<file path="config.mk">
export PLATFORM = sky130hd
export DESIGN_NAME = imm_decode_stage_flat
export DESIGN_NICKNAME = d
export VERILOG_FILES = /design/src/rtl/imm_decode_stage_if.sv /design/src/rtl/imm_decode_stage.sv /design/src/flat_wrapper.sv
export SDC_FILE = /design/constraint.sdc
export NUM_CORES = 1
export LEC_CHECK = 0
export CORE_MARGIN = 2
export CORE_UTILIZATION = 38
export CTS_BUF_LIST = sky130_fd_sc_hd__clkbuf_8
export DETAILED_ROUTE_END_ITERATION = 10
export HOLD_SLACK_MARGIN = 0.12
export PLACE_DENSITY = 0.76
export REMOVE_ABC_BUFFERS = 1
export SLEW_MARGIN = 10
export SYNTH_ARGS = -nofsm -noshare
export SYNTH_HDL_FRONTEND = slang
export SYNTH_SLANG_ARGS = --single-unit
export TNS_END_PERCENT = 5
</file>
<file path="constraint.sdc">
create_clock -name clk -period 3.68 [get_ports clk]
set_input_delay 0.552 -clock clk [delete_from_list [all_inputs] [get_ports clk]]
set_output_delay 0.552 -clock clk [all_outputs]
set_load 0.005 [all_outputs]
</file>
<file path="src/rtl/imm_decode_stage_if.sv">
// Handshake bundles for the immediate-decode stage: fetch side and IMM_GEN/EX side.
// Latency: none (wiring only).
// Backpressure: in_ready / out_ready carried here; the stage drives in_ready, EX drives out_ready.
//
// imm_fetch_if : fetch -> decode   (in_valid, in_ready, in_inst, in_pc)
// imm_dec_if   : decode -> IMM_GEN/EX (out_valid, out_ready, out_pc, out_opcode,
//                out_illegal, extop, immI, immS, immB, immU, immJ)

interface imm_fetch_if #(
    parameter int PC_W = 32
);
    logic            in_valid;
    logic            in_ready;
    logic [31:0]     in_inst;
    logic [PC_W-1:0] in_pc;

    modport master (output in_valid, output in_inst, output in_pc, input in_ready);
    modport slave  (input in_valid, input in_inst, input in_pc, output in_ready);
endinterface

interface imm_dec_if #(
    parameter int PC_W = 32
);
    logic            out_valid;
    logic            out_ready;
    logic [PC_W-1:0] out_pc;
    logic [6:0]      out_opcode;
    logic            out_illegal;
    logic [2:0]      extop;
    logic [11:0]     immI;
    logic [11:0]     immS;
    logic [11:0]     immB;
    logic [19:0]     immU;
    logic [19:0]     immJ;

    modport master (output out_valid, output out_pc, output out_opcode, output out_illegal,
                    output extop, output immI, output immS, output immB, output immU,
                    output immJ, input out_ready);
    modport slave  (input out_valid, input out_pc, input out_opcode, input out_illegal,
                    input extop, input immI, input immS, input immB, input immU,
                    input immJ, output out_ready);
endinterface

</file>
<file path="src/rtl/imm_decode_stage.sv">
// Decode-stage front end: classifies the RV32I opcode and slices raw immediate fields for IMM_GEN.
// Latency: 1 cycle from input accept to out_valid when empty; no combinational in->out path.
// Backpressure: 2-entry skid (SKID_EN=1, registered in_ready) or single entry with pass-through ready.
//
// Ports: clk, rst_n (async active-low), flush (sync, highest priority),
//        fetch (imm_fetch_if.slave), dec (imm_dec_if.master).

module imm_decode_stage #(
    parameter int PC_W    = 32,
    parameter bit SKID_EN = 1'b1
) (
    input  logic        clk,
    input  logic        rst_n,
    input  logic        flush,
    imm_fetch_if.slave  fetch,
    imm_dec_if.master   dec
);

    typedef struct packed {
        logic [PC_W-1:0] pc;
        logic [31:0]     inst;
        logic [2:0]      extop;
        logic            illegal;
    } ent_t;

    localparam logic [2:0] EXT_I    = 3'b000;
    localparam logic [2:0] EXT_U    = 3'b001;
    localparam logic [2:0] EXT_S    = 3'b010;
    localparam logic [2:0] EXT_B    = 3'b011;
    localparam logic [2:0] EXT_J    = 3'b100;
    localparam logic [2:0] EXT_NONE = 3'b111;

    localparam ent_t ENT_RST = '{pc: '0, inst: '0, extop: EXT_NONE, illegal: 1'b0};

    ent_t main_q, main_d;
    ent_t skid_q, skid_d;
    logic main_vld_q, main_vld_d;
    logic skid_vld_q, skid_vld_d;

    logic       in_rdy;
    logic       acc;
    logic       xfer;
    logic [2:0] dec_extop;
    logic       dec_illegal;
    ent_t       new_ent;

    // Opcode classification of the incoming word.
    always_comb begin
        dec_extop   = EXT_NONE;
        dec_illegal = 1'b0;
        unique case (fetch.in_inst[6:0])
            7'b0110111, 7'b0010111: dec_extop = EXT_U;
            7'b1101111:             dec_extop = EXT_J;
            7'b1100111, 7'b0000011, 7'b0010011,
            7'b0001111, 7'b1110011: dec_extop = EXT_I;
            7'b0100011:             dec_extop = EXT_S;
            7'b1100011:             dec_extop = EXT_B;
            7'b0110011:             dec_extop = EXT_NONE;  // R-type: legal, no immediate
            default: begin
                dec_extop   = EXT_NONE;
                dec_illegal = 1'b1;
            end
        endcase
    end

    always_comb begin
        new_ent = '{pc: fetch.in_pc, inst: fetch.in_inst, extop: dec_extop, illegal: dec_illegal};

        // With the skid enabled, ready depends only on local state; otherwise it
        // passes out_ready through so a single register can stream at full rate.
        if (SKID_EN) in_rdy = !skid_vld_q;
        else         in_rdy = !main_vld_q || dec.out_ready;

        acc  = fetch.in_valid && in_rdy;
        xfer = main_vld_q && dec.out_ready;

        main_d     = main_q;
        skid_d     = skid_q;
        main_vld_d = main_vld_q;
        skid_vld_d = skid_vld_q;

        if (flush) begin
            // Whatever was offered this cycle is dropped along with held entries.
            main_vld_d = 1'b0;
            skid_vld_d = 1'b0;
        end else if (!main_vld_q) begin
            // Skid is never occupied while main is empty.
            if (acc) begin
                main_vld_d = 1'b1;
                main_d     = new_ent;
            end
        end else if (xfer) begin
            if (skid_vld_q) begin
                // in_ready is low here, so no new entry can arrive this cycle.
                main_d     = skid_q;
                skid_vld_d = 1'b0;
            end else if (acc) begin
                main_d = new_ent;
            end else begin
                main_vld_d = 1'b0;
            end
        end else if (acc) begin
            // Only reachable with SKID_EN=1: main stalled, park the newcomer.
            skid_d     = new_ent;
            skid_vld_d = 1'b1;
        end
    end

    always_ff @(posedge clk or negedge rst_n) begin
        if (!rst_n) begin
            main_q     <= ENT_RST;
            skid_q     <= ENT_RST;
            main_vld_q <= 1'b0;
            skid_vld_q <= 1'b0;
        end else begin
            main_q     <= main_d;
            skid_q     <= skid_d;
            main_vld_q <= main_vld_d;
            skid_vld_q <= skid_vld_d;
        end
    end

    assign fetch.in_ready  = in_rdy;
    assign dec.out_valid   = main_vld_q;
    assign dec.out_pc      = main_q.pc;
    assign dec.out_opcode  = main_q.inst[6:0];
    assign dec.out_illegal = main_q.illegal;
    assign dec.extop       = main_q.extop;

    // Raw field slices; sign extension and shifting happen downstream.
    assign dec.immI = main_q.inst[31:20];
    assign dec.immS = {main_q.inst[31:25], main_q.inst[11:7]};
    assign dec.immB = {main_q.inst[31], main_q.inst[7], main_q.inst[30:25], main_q.inst[11:8]};
    assign dec.immU = main_q.inst[31:12];
    assign dec.immJ = {main_q.inst[31], main_q.inst[19:12], main_q.inst[20], main_q.inst[30:21]};

endmodule

</file>
<file path="src/flat_wrapper.sv">
// flat-port wrapper written by rule: the top's interface ports become plain ports
module imm_decode_stage_flat 
#(
    parameter int PC_W    = 32,
    parameter bit SKID_EN = 1'b1
)
  (clk, rst_n, flush, fetch_in_valid, fetch_in_inst, fetch_in_pc, fetch_in_ready, dec_out_valid, dec_out_pc, dec_out_opcode, dec_out_illegal, dec_extop, dec_immI, dec_immS, dec_immB, dec_immU, dec_immJ, dec_out_ready);
  imm_fetch_if #(.PC_W(PC_W)) fetch_i ();
  imm_dec_if #(.PC_W(PC_W)) dec_i ();
  input  logic clk;
  input  logic rst_n;
  input  logic flush;
  input wire logic [$bits(fetch_i.in_valid)-1:0] fetch_in_valid;
  input wire logic [$bits(fetch_i.in_inst)-1:0] fetch_in_inst;
  input wire logic [$bits(fetch_i.in_pc)-1:0] fetch_in_pc;
  output wire logic [$bits(fetch_i.in_ready)-1:0] fetch_in_ready;
  output wire logic [$bits(dec_i.out_valid)-1:0] dec_out_valid;
  output wire logic [$bits(dec_i.out_pc)-1:0] dec_out_pc;
  output wire logic [$bits(dec_i.out_opcode)-1:0] dec_out_opcode;
  output wire logic [$bits(dec_i.out_illegal)-1:0] dec_out_illegal;
  output wire logic [$bits(dec_i.extop)-1:0] dec_extop;
  output wire logic [$bits(dec_i.immI)-1:0] dec_immI;
  output wire logic [$bits(dec_i.immS)-1:0] dec_immS;
  output wire logic [$bits(dec_i.immB)-1:0] dec_immB;
  output wire logic [$bits(dec_i.immU)-1:0] dec_immU;
  output wire logic [$bits(dec_i.immJ)-1:0] dec_immJ;
  input wire logic [$bits(dec_i.out_ready)-1:0] dec_out_ready;
  assign fetch_i.in_valid = fetch_in_valid;
  assign fetch_i.in_inst = fetch_in_inst;
  assign fetch_i.in_pc = fetch_in_pc;
  assign fetch_in_ready = fetch_i.in_ready;
  assign dec_out_valid = dec_i.out_valid;
  assign dec_out_pc = dec_i.out_pc;
  assign dec_out_opcode = dec_i.out_opcode;
  assign dec_out_illegal = dec_i.out_illegal;
  assign dec_extop = dec_i.extop;
  assign dec_immI = dec_i.immI;
  assign dec_immS = dec_i.immS;
  assign dec_immB = dec_i.immB;
  assign dec_immU = dec_i.immU;
  assign dec_immJ = dec_i.immJ;
  assign dec_i.out_ready = dec_out_ready;
  imm_decode_stage #(.PC_W(PC_W), .SKID_EN(SKID_EN)) u_core (.clk(clk), .rst_n(rst_n), .flush(flush), .fetch(fetch_i), .dec(dec_i));
endmodule
</file>
# Word level (Yosys, flattened, before mapping)
# Index checks and enable logic that the tools add are counted.
# W data, S select, Z words.
totals:
  inputBits: 69
  regBits: 138
  word_cells: 50
  output_inout_bits: 121
op_classes:
  n_eq_ne: 12
  bitwise_logic: 2
  reduce_logical: 11
  muxes: 15
op_table:
  columns: ["op", "n"]
  rows:
  - ["$mux W68", 4]
  - ["$eq A7 B7 Y1 const B", 4]
  - ["$eq A7 B6 Y1 const B", 3]
  - ["$pmux W3 S5", 1]
  - ["$eq A7 B5 Y1 const B", 2]
  - ["$reduce_or A11 Y1", 1]
  - ["$mux W1", 10]
  - ["$eq A7 B2 Y1 const B", 1]
  - ["$eq A7 B4 Y1 const B", 1]
  - ["$reduce_or A5 Y1", 1]
  - ["$reduce_and A2 Y1", 2]
  - ["$reduce_and A4 Y1", 1]
  - ["$reduce_bool A3 Y1", 1]
  - ["$logic_and A1 B1 Y1", 2]
  - ["$ne A2 B2 Y1 const B", 1]
  - ["$not A1 Y1", 2]
  - ["$reduce_bool A2 Y1", 1]
  - ["$reduce_or A2 Y1", 1]
  - ["$logic_not A1 Y1", 1]

# Logic depth before layout (Yosys ltp)
depth:
  depth_word: 7
  ltp_mapped: 7
  mapped_depth_nobuf: 4

# Worst setup path before layout
# No wires, ideal clock.
synth_path:
  kind: "input port to flip-flop"
  from: "in flush"
  to: "reg u_core.skid_q[30] (netlist bit)"
  cell_stages: 5
  t_arrival_ns: 1.617
  required_ns: 3.553
  path_slack_ns: 1.936
  setup_time_ns: 0.127
  n_path_buf: 3
  path_cell_list: "clkbuf_1 > nor3_4 > buf_6 > buf_6 > mux2_1"
synth_between:
  elab_chain_cells: 2
synth_rtl:
  columns: ["item", "line", "source"]
  rows:
  - ["start: declaration", "flat_wrapper.sv:12", "input logic flush;"]
  - ["$not A1 Y1 (no source line)", null, null]
  - ["$reduce_and A4 Y1 (no source line)", null, null]
  - ["end signal: assignment", "imm_decode_stage.sv:117", "skid_q <= skid_d;"]
  - ["end: declaration", "imm_decode_stage.sv:36", "ent_t skid_q, skid_d;"]
# No other way between the ends.
# A chain may end at the register's enable or synchronous reset.

# Final worst setup path
layout_path:
  from: "in flush"
  to: "reg u_core.skid_q[56] (netlist bit)"
# The elaborated chain is that of the path after synthesis.

==> results.md <==
- CP startpoint kind: primary input
- Gate Count Post-Synth: between 500 and 600
- Initial Utilization: 0.386
- Sequential area share after synthesis: 0.568
- Clock power share: 0.296
- Power Dens Cells: ~560 mW/mm^2
- DRC viols: 0
- Reg power frac: 0.455
- Fillers: between 1,000 and 1,500
- Crit Path Max Fanout: 50
- Psw: 1.20 mW
- TritonCTS clock tree: done
- Path depth of the worst reg2reg path: 5
- Main synth FF type: dfrtp_1
- Switching Share: 0.261
- Met3 wire length: 793 um
- Hpwl dp: between 9 and 10 mm
- Core box area: 0.0158 mm^2
- Layout cells sized above 1: 0.167
- Antenna violations before repair: 0
- Worst Setup End Kind: register
- Wire length per cell: about 17 um
- Logic pwr share: 0.249
- PortBufs: about 190
- Worst-Margin Slew: around 0.76 ns
- Ant. Diodes: 0
- Worst EP required: around 4.0 ns
- Fin Clk Skew: 0.0105 ns
- Synth warn: 0
- Clk pin slew, worst setup/hold paths: 0.07 ns
- Placed Area: ~0.0078 mm^2
- H-tree Lvls: 4
- Clk_lat worst skew: around 0.44 ns
- Pre-antenna DRT Iters: 4
- Final hold viol count: 0
- RD Place Congestion: slightly below 0.8
- Fmax: between 400 and 500 MHz
- Critical path arrival: between 2 and 2.5 ns
- Post-synthesis register bit count: 138
- Crit-path leading delay family: buffers and inverters
- Rows: 46
- CTS buffer count: 17
- Reg-to-reg setup timing slack: 1.63 ns
- Largest net degree at the start of global routing: 75
- Slew Limit Fails: 0
- Nets: 739
- Status: completed
- Avg Inst Size Synth: about 11 um^2
- Gr ovfl total: 0
- Slowest stage delay, CP: 0.61 ns
- Crit Path Category: primary input to register
- Slew headroom: 0.492
- Iter 0 DRT Violations: ~200
- Post-DR vias/cell: 5.14
- DRT antenna net count: 0
- RSZ-0062 raised after global routing: no
- Vias post-DR: around 4,600
- Io pins: 190
- CP Cell Sequence: clkdlybuf4s50_1 > nor3_4 > buf_4 > mux2_2
- Placed Cells: about 870
- All-Layer GR Usage: 0.180
- First-pass GRT wire length: approximately 24 mm
- Fin cells: ~900
- Die width: 131 um
- Area Growth Syn to Fin: 34.8%
- Root Buffer: clkbuf_8
- Final Cell Area: 0.00821 mm^2
- LEAKAGE: approximately 3.3 nW
- Die height: 131 um
- Met1 WL: 6.27 mm
- Tcrit/Tclk final: 0.580
- CP bufs+invs: 2
- Slowest cell on crit path: clkdlybuf4s50_1
- Die ar.: around 0.017 mm^2
- FFs w/ async S/R, synth: 1.00
- DR WL met2: around 7.7 mm
- Max Cap Violations: 0
- Final setup viols: 0
- Post-synth EDFFs: 0
- # resized after CTS: 0
- R2R Path End: u_core.skid_q[2]
- Hold Path Class: primary input to async pin
- Netlist cell types: 31
- DR top layer: met4
- Clk sinks: ~140
- Reg2Reg Launch Point: u_core.skid_vld_q
- Hold-fix buffer count after cts: 0
- Post-Syn Area: a little over 0.006 mm^2
- Post-CTS setup repair buffer count: 0
- Internal power: between 3 and 4 mW
- Vias in the first global route: 4,829
- Max VDD drop: between 200 and 300 uV
- WL final: ~15 mm
- Max clock buf depth: 2
- Crit path time final: about 2.1 ns
[through the flow]
step | power (mW) | TNS, ns | util | hold slack (ns) | setup slack [ns]
final | 4.62 | 0 | 0.520 | 0.127 | 1.55
after global routing | 4.87 | 0 | 0.520 | 0.147 | 1.50
after CTS | 4.67 | 0 | 0.520 | 0.122 | 1.57
after detailed placement | 3.29 | 0 | 0.492 | 0.480 | 1.08
after global placement | 3.23 | 0 | 0.492 | 0.470 | 1.16
after floorplan | 2.51 | -56.00 | - | 0.256 | -0.737
[cell type report]
type,count,area [um^2],share of cell area
Multi-Input combinational cell,310,2030,0.248
Timing Repair Buffer,199,1980,0.241
Tap cell,216,270,0.0329
Inverter,4,15.0,0.00183
Clock inverter,12,171,0.0209
Clock buffer,20,275,0.0335
Sequential cell,138,3460,0.422
[state kept, by name (all words and copies together) (netlist names)]
signal and cells:
u_core.skid_q 68, u_core.dec.out_opcode 7, u_core.dec.immI 5, u_core.dec.out_valid 1, u_core.dec.extop 3, u_core.dec.immJ 8, u_core.dec.out_pc 32, u_core.skid_vld_q 1
u_core.dec.immB 12, u_core.dec.out_illegal 1
[cell families (layout without fill, tap and decap cells)]
| kind of cell | Yosys count | after routing | share of synthesized area |
|---|---|---|---|
| AO/OA/AOI/OAI | 154 | 154 | 0.147 |
| buffers and inverters | 95 | 235 | 0.101 |
| flip-flops | 138 | 138 | 0.568 |
| multiplexers | 64 | 64 | 0.118 |
| AND/OR/NAND/NOR | 92 | 92 | 0.0657 |
[synth_stat cells (2+ instances only)]
| cell type | number | area (um^2) |
|---|---|---|
| a31oi_1 | 2 | 12.5 |
| dfstp_2 | 6 | 158 |
| o32ai_1 | 5 | 43.8 |
| nor2b_1 | 2 | 12.5 |
| dfrtp_1 | 132 | 3300 |
| nor2_1 | 71 | 267 |
| mux2_2 | 59 | 664 |
| o22ai_1 | 65 | 407 |
| buf_4 | 58 | 435 |
| clkbuf_1 | 16 | 60.1 |
| buf_6 | 4 | 45.0 |
| a21oi_1 | 76 | 380 |
| buf_2 | 8 | 40.0 |
| nand2b_1 | 4 | 25.0 |
| nor3_1 | 3 | 15.0 |
| nand2_1 | 4 | 15.0 |
| buf_1 | 4 | 15.0 |
| a211oi_1 | 2 | 15.0 |
| inv_1 | 4 | 15.0 |
| o31a_1 | 2 | 17.5 |
| nand3_1 | 2 | 10.0 |
| mux2_1 | 5 | 56.3 |
[how the worst max path moves through the flow]
stage / cells past startpoint / from / slack [ns] / to
global placement: 4 / flush / 1.16 / u_core.skid_q[56]
floorplan: 4 / fetch_in_valid / -0.74 / u_core.dec.extop[0]
detailed placement: 4 / flush / 1.08 / u_core.skid_q[39]
CTS: 4 / flush / 1.57 / u_core.skid_q[25]
finish: 4 / flush / 1.55 / u_core.skid_q[56]
global route: 5 / u_core.skid_vld_q / 1.50 / u_core.skid_q[2]
[cells in the final DEF, fill, tap and decap left out, drive strengths merged]
master,netlist,layout
clkbuf,17,20
clkinv,0,5
nor4bb,1,1
nand2,4,4
nand3,2,2
o21ai,1,1
clkdlybuf4s50,0,188
o32ai,5,5
o31a,2,2
buf,74,11
mux2,64,64
dfstp,6,6
a31oi,2,2
bufinv,0,4
nor4,1,1
nand2b,4,4
or3b,1,1
nor2,71,71
nor2b,2,2
clkinvlp,0,2
or2,1,1
a21oi,76,76
dfrtp,132,132
and3b,1,1
a211oi,3,3
inv,4,5
o22ai,65,65
nor3,4,4
[metal layers]
layer | track usage | vias up
li1 | - | 2138
met2 | 0.310 | 148
met4 | 0.0594 | 0
met5 | 0 | -
met3 | 0.0509 | 17
met1 | 0.217 | 2317
[power groups by stage]
stage	Sequential (mW)	Combinational [mW]	Clock (mW)
floorplan	2.11	0.408	0
global placement	2.10	1.12	0
detailed placement	2.13	1.16	0
CTS	2.10	1.17	1.40
global route	2.15	1.26	1.46
finish	2.10	1.15	1.37
(Power assumes the default switching activity.)
